### src/rtl/pipe_pkg.sv
// Shared definitions for the generic inter-stage pipeline register:
// occupancy state encoding, per-boundary default widths, EX/MEM control bit positions.
package pipe_pkg;

   typedef enum logic [1:0] {
      PS_EMPTY = 2'd0,
      PS_ONE   = 2'd1,
      PS_TWO   = 2'd2
   } ps_state_e;

   // Default widths for each stage boundary
   localparam int IFID_CTRL_W  = 1;
   localparam int IFID_DATA_W  = 64;
   localparam int IDEX_CTRL_W  = 9;
   localparam int IDEX_DATA_W  = 146;
   localparam int EXMEM_CTRL_W = 6;
   localparam int EXMEM_DATA_W = 104;
   localparam int MEMWB_CTRL_W = 2;
   localparam int MEMWB_DATA_W = 69;

   // EX/MEM control vector bit positions
   localparam int EXMEM_BRANCH    = 0;
   localparam int EXMEM_MEM_READ  = 1;
   localparam int EXMEM_MEM_TO_RG = 2;
   localparam int EXMEM_MEM_WRITE = 3;
   localparam int EXMEM_REG_WRITE = 4;
   localparam int EXMEM_ZERO_FLAG = 5;

endpackage

### src/rtl/pipe_stage_perf.sv
// Saturating stall/bubble counter pair observing the output side of a pipeline stage.
module pipe_stage_perf #(
   parameter int CNT_W = 32
) (
   input  logic             clk,
   input  logic             rst_n,
   input  logic             out_valid,
   input  logic             out_ready,
   output logic [CNT_W-1:0] stall_cnt,
   output logic [CNT_W-1:0] bubble_cnt
);

   logic [CNT_W-1:0] stall_cnt_reg;
   logic [CNT_W-1:0] bubble_cnt_reg;

   always_ff @(posedge clk or negedge rst_n) begin
      if (!rst_n) begin
         stall_cnt_reg  <= '0;
         bubble_cnt_reg <= '0;
      end else begin
         if (out_valid && !out_ready && (stall_cnt_reg != '1))
            stall_cnt_reg <= stall_cnt_reg + 1'b1;
         if (!out_valid && (bubble_cnt_reg != '1))
            bubble_cnt_reg <= bubble_cnt_reg + 1'b1;
      end
   end

   assign stall_cnt  = stall_cnt_reg;
   assign bubble_cnt = bubble_cnt_reg;

endmodule

### src/rtl/pipe_stage_reg.sv
// Generic valid/ready pipeline register with a two-entry skid buffer and synchronous flush.
// Define PIPE_STAGE_REG_PERF_EN to add saturating stall/bubble counters.
module pipe_stage_reg
   import pipe_pkg::*;
#(
   parameter int CTRL_W = 6,
   parameter int DATA_W = 104
`ifdef PIPE_STAGE_REG_PERF_EN
   , parameter int CNT_W = 32
`endif
) (
   input  logic              clk,
   input  logic              rst_n,
   input  logic              flush,
   input  logic              in_valid,
   output logic              in_ready,
   input  logic [CTRL_W-1:0] in_ctrl,
   input  logic [DATA_W-1:0] in_data,
   output logic              out_valid,
   input  logic              out_ready,
   output logic [CTRL_W-1:0] out_ctrl,
   output logic [DATA_W-1:0] out_data,
`ifdef PIPE_STAGE_REG_PERF_EN
   output logic [CNT_W-1:0]  stall_cnt,
   output logic [CNT_W-1:0]  bubble_cnt,
`endif
   output logic [1:0]        occupancy
);

   ps_state_e         state_reg,     state_next;
   logic              main_vld_reg,  main_vld_next;
   logic [CTRL_W-1:0] main_ctrl_reg, main_ctrl_next;
   logic [DATA_W-1:0] main_data_reg, main_data_next;
   logic              skid_vld_reg,  skid_vld_next;
   logic [CTRL_W-1:0] skid_ctrl_reg, skid_ctrl_next;
   logic [DATA_W-1:0] skid_data_reg, skid_data_next;
   logic              acc;
   logic              dq;

   assign in_ready = (state_reg != PS_TWO);
   assign acc      = in_valid && in_ready;
   assign dq       = main_vld_reg && out_ready;

   always_comb begin
      state_next     = state_reg;
      main_vld_next  = main_vld_reg;
      main_ctrl_next = main_ctrl_reg;
      main_data_next = main_data_reg;
      skid_vld_next  = skid_vld_reg;
      skid_ctrl_next = skid_ctrl_reg;
      skid_data_next = skid_data_reg;
      if (flush) begin
         // Payload registers keep their contents; out_ctrl masking hides them.
         state_next    = PS_EMPTY;
         main_vld_next = 1'b0;
         skid_vld_next = 1'b0;
      end else begin
         case (state_reg)
            PS_EMPTY: begin
               if (acc) begin
                  state_next     = PS_ONE;
                  main_vld_next  = 1'b1;
                  main_ctrl_next = in_ctrl;
                  main_data_next = in_data;
               end
            end
            PS_ONE: begin
               if (acc && dq) begin
                  main_ctrl_next = in_ctrl;
                  main_data_next = in_data;
               end else if (acc) begin
                  state_next     = PS_TWO;
                  skid_vld_next  = 1'b1;
                  skid_ctrl_next = in_ctrl;
                  skid_data_next = in_data;
               end else if (dq) begin
                  state_next    = PS_EMPTY;
                  main_vld_next = 1'b0;
               end
            end
            PS_TWO: begin
               if (dq) begin
                  state_next     = PS_ONE;
                  main_ctrl_next = skid_ctrl_reg;
                  main_data_next = skid_data_reg;
                  skid_vld_next  = 1'b0;
               end
            end
            default: begin
               state_next    = PS_EMPTY;
               main_vld_next = 1'b0;
               skid_vld_next = 1'b0;
            end
         endcase
      end
   end

   always_ff @(posedge clk or negedge rst_n) begin
      if (!rst_n) begin
         state_reg     <= PS_EMPTY;
         main_vld_reg  <= 1'b0;
         main_ctrl_reg <= '0;
         main_data_reg <= '0;
         skid_vld_reg  <= 1'b0;
         skid_ctrl_reg <= '0;
         skid_data_reg <= '0;
      end else begin
         state_reg     <= state_next;
         main_vld_reg  <= main_vld_next;
         main_ctrl_reg <= main_ctrl_next;
         main_data_reg <= main_data_next;
         skid_vld_reg  <= skid_vld_next;
         skid_ctrl_reg <= skid_ctrl_next;
         skid_data_reg <= skid_data_next;
      end
   end

   // Bubbles always present a zero control vector downstream
   for (genvar gi = 0; gi < CTRL_W; gi++) begin : g_ctrl_mask
      assign out_ctrl[gi] = main_ctrl_reg[gi] & main_vld_reg;
   end

   assign out_valid = main_vld_reg;
   assign out_data  = main_data_reg;
   assign occupancy = state_reg;

`ifdef PIPE_STAGE_REG_PERF_EN
   pipe_stage_perf #(
      .CNT_W (CNT_W)
   ) u_perf (
      .clk        (clk),
      .rst_n      (rst_n),
      .out_valid  (main_vld_reg),
      .out_ready  (out_ready),
      .stall_cnt  (stall_cnt),
      .bubble_cnt (bubble_cnt)
   );
`endif

endmodule

### config.mk
export PLATFORM = sky130hd
export DESIGN_NAME = pipe_stage_reg
export DESIGN_NICKNAME = d
export VERILOG_FILES = /design/src/rtl/pipe_pkg.sv /design/src/rtl/pipe_stage_perf.sv /design/src/rtl/pipe_stage_reg.sv
export SDC_FILE = /design/constraint.sdc
export NUM_CORES = 1
export LEC_CHECK = 0
export CORE_ASPECT_RATIO = 0.6
export CORE_MARGIN = 3
export CORE_UTILIZATION = 45
export CTS_CLUSTER_SIZE = 12
export DETAILED_ROUTE_END_ITERATION = 8
export PLACE_DENSITY = 0.86
export RECOVER_POWER = 25
export SYNTH_ARGS = -nofsm -noshare
export SYNTH_HDL_FRONTEND = slang
export SYNTH_SLANG_ARGS = --single-unit
### constraint.sdc
create_clock -name clk -period 2.55 [get_ports clk]
set_clock_uncertainty 0.1 [all_clocks]
set_input_delay 0.6375 -clock clk [delete_from_list [all_inputs] [get_ports clk]]
set_output_delay 0.6375 -clock clk [all_outputs]
set_load 0.1 [all_outputs]
==> flow_metrics.tcl <==
set metrics [dict create \
    worstPathCellList "nor2b_4 -> clkinvlp_4 -> buf_12" \
    rows 40 \
    wl_mm 21.6 \
    nFillCells 1567 \
    worst-path-buf-inv 2 \
    path_max_fanout 8 \
    required_ns 1.81 \
    syn-num-nets 855 \
    r2r_cells 4 \
    drv_cap 0 \
    timing.rr.start "occupancy[0]$_DFFE_PN0P_" \
    synth-async-reset-ratio_pct 100 \
    antenna_found_initial 2 \
    root_buffer "clkbuf_16" \
    wire_per_inst_um 17.4 \
    yosysTopAreaCell "dfrtp_1" \
    synth_edf_count 0 \
    grt_use_total_pct 18.5 \
    synth_area_sq_mm 0.00940 \
    max_stage_delay_ns 0.48 \
    critPathSlowestCell "dfrtp_2" \
    path_depth 3 \
    report.final.slew_viol_count 0 \
    io_buffers 228 \
    holdPathStages 2 \
    htree_levels 1 \
    design_area_sq_mm 0.0124 \
    drc 0 \
    postCtsSetupBuffers 0 \
    synthMostInstantiatedCell "dfrtp_1" \
    vdd_drop_max_v 0.000714 \
    core_area_sq_mm 0.0203 \
    cts_made_buffers 22 \
    cts_tree "built" \
    fp.dieArea_sq_mm 0.0227 \
    r2r_end "out_data[36]$_DFFE_PN0P_" \
    grt_pass1_vias 6402 \
    yosysSeqAreaShare_pct 59.4 \
    status "completed" \
    num_vias 6330 \
    p_per_area_mw_per_mm2 1090 \
    power_leakage_nw 5.44 \
    ys_types 24 \
    clkTransAtPathRegs_ns 0.06 \
    cp-startpoint "occupancy[0]$_DFFE_PN0P_" \
    io_pins 229 \
    worstSetupPathType "flop to output pin" \
    die_w_um 193 \
    num_antenna_cells 0 \
    drive_gt1_share_pct 29.4 \
    chipHeight_um 118 \
    syn-mean-instance-area_sq_um 12.7 \
    placed_cell_area_sq_mm 0.0118 \
    start_util_pct 46.4 \
    synth_common_cells "dfrtp_1, nand2_1, mux2_2, mux2i_1, o21ai_0" \
    clock_tree.buffer_depth 3 \
    clock.fmax_mhz 416 \
    clkLatencyLatePin_ns 0.49 \
    cp-start-kind "flop" \
    arrival_ns 1.67 \
    finalSetupTns_ns 0 \
    fin_crit_sh_pct 94.2 \
    ant_nets 0 \
    finalWeightedCongestion 0.773 \
    cpLargestDelayFamily "flip-flops" \
    reg2reg_setup_slack_ns 0.58 \
    setup_viol 0 \
    ys_top_cells_by_area "dfrtp_1, mux2_2, mux2i_1" \
    dr.pass1.iters 4 \
    worstMarginPinSlew_ns 0.925 \
    viasPerCell 5.11 \
    fin_util_pct 61.3 \
    dpl.hpwl_mm 14.8 \
    min_period_ns 2.40 \
    grt_start_max_net_pins 77 \
    netlist.area_leader.share_pct 59.4 \
    synth_seq_cells 223 \
    synthFlopType "dfrtp_1" \
    area_growth_syn_to_layout_pct 32.1 \
    rsz0062_at_grt "no" \
    nets 1077 \
    cts.sinks 223 \
    overflow 0 \
    endpoint_kind "output pin" \
    hold_violations 0 \
    synthCells 740 \
    yosysWarnings 0 \
    grt_pass1_wl_mm 34.0 \
    slew-limit-headroom_pct 38.3 \
    drt_iter0_markers 363 \
    crit_end "in_ready" \
    min_path_type "flop to flop" \
]
[power by group]
group	leakage (nW)	internal (mW)	switching, mW
Combinational	2.42	1.51	3.97
Sequential	2.73	4.60	0.597
Clock	0.289	1.61	1.23
Total	5.44	7.72	5.80
[kinds of logic after synthesis]
kind of cell           synth area share (%)
AOI/OAI and AO/OA                      6.62
buffers and inverters                  3.47
and+or+nand+nor                        5.66
muxes                                  24.9
DFF                                    59.4
[stage by stage]
stage	hold slack (ns)	cells	worst slack (ns)	power [mW]
2_1_floorplan	0.242	740	-0.112	9.30
3_3_place_gp	0.361	1210	0.101	10.6
3_5_place_dp	0.367	1210	0.0266	10.8
4_1_cts	0.381	1239	0.131	13.7
5_1_grt	0.398	1239	0.0942	14.1
6_report	0.378	1239	0.147	13.5
[how the worst min path moves through the flow]
stage / end / from / slack (ns)
global placement: out_data[43]$_DFFE_PN0P_ / out_data[43]$_DFFE_PN0P_ / 0.36
finish: out_data[99]$_DFFE_PN0P_ / out_data[99]$_DFFE_PN0P_ / 0.38
detailed placement: out_data[97]$_DFFE_PN0P_ / out_data[97]$_DFFE_PN0P_ / 0.37
floorplan: main_ctrl_reg[0]$_DFFE_PN0P_ / rst_n / 0.24
CTS: out_data[97]$_DFFE_PN0P_ / out_data[97]$_DFFE_PN0P_ / 0.38
global route: out_data[99]$_DFFE_PN0P_ / out_data[99]$_DFFE_PN0P_ / 0.40
[cell usage in the layout, fill, tap and decap left out, types with 4 or more instances in the layout]
master             n
dfrtp_1          221
clkdlybuf4s50_1  112
buf_4            112
nand2_1          111
mux2i_1          110
mux2_2           110
o21ai_0           81
o21ai_1           23
clkbuf_16         23
buf_12            17
and2_2             6
o21ai_2            6
clkbuf_1           6
a21oi_1            4
[repair_timing]
item / CTS / global route
setup endpoints to repair: 0 / 0
resized for setup: 0 / 0
hold buffers: 1 / 0
endpoints found under the hold margin: 54 / 0
[layer usage]
layer | vias up | track usage [%] | routed length, um
met5 | - | 0 | 27
met4 | 4 | 3.37 | 310
met3 | 27 | 6.85 | 2040
met2 | 168 | 28.3 | 9450
met1 | 3130 | 25.6 | 9750
li1 | 3001 | - | -
[area by class of cell]
class	instances	area, sq um	area share, %
timing repair buffer	248	2360	19.0
tap	273	342	2.75
sequential	223	5580	44.9
multi-input combinational	465	3530	28.4
clock buffer	28	594	4.78
inverter	2	11.3	0.0907
[worst reg2reg max path, stage by stage (launching register included)]
cell     delay [ns]
dfrtp_2        0.48
nor2b_4        0.29
buf_12         0.41
mux2i_1        0.45
o21ai_0        0.11
Power figures use the tool's default switching activity.
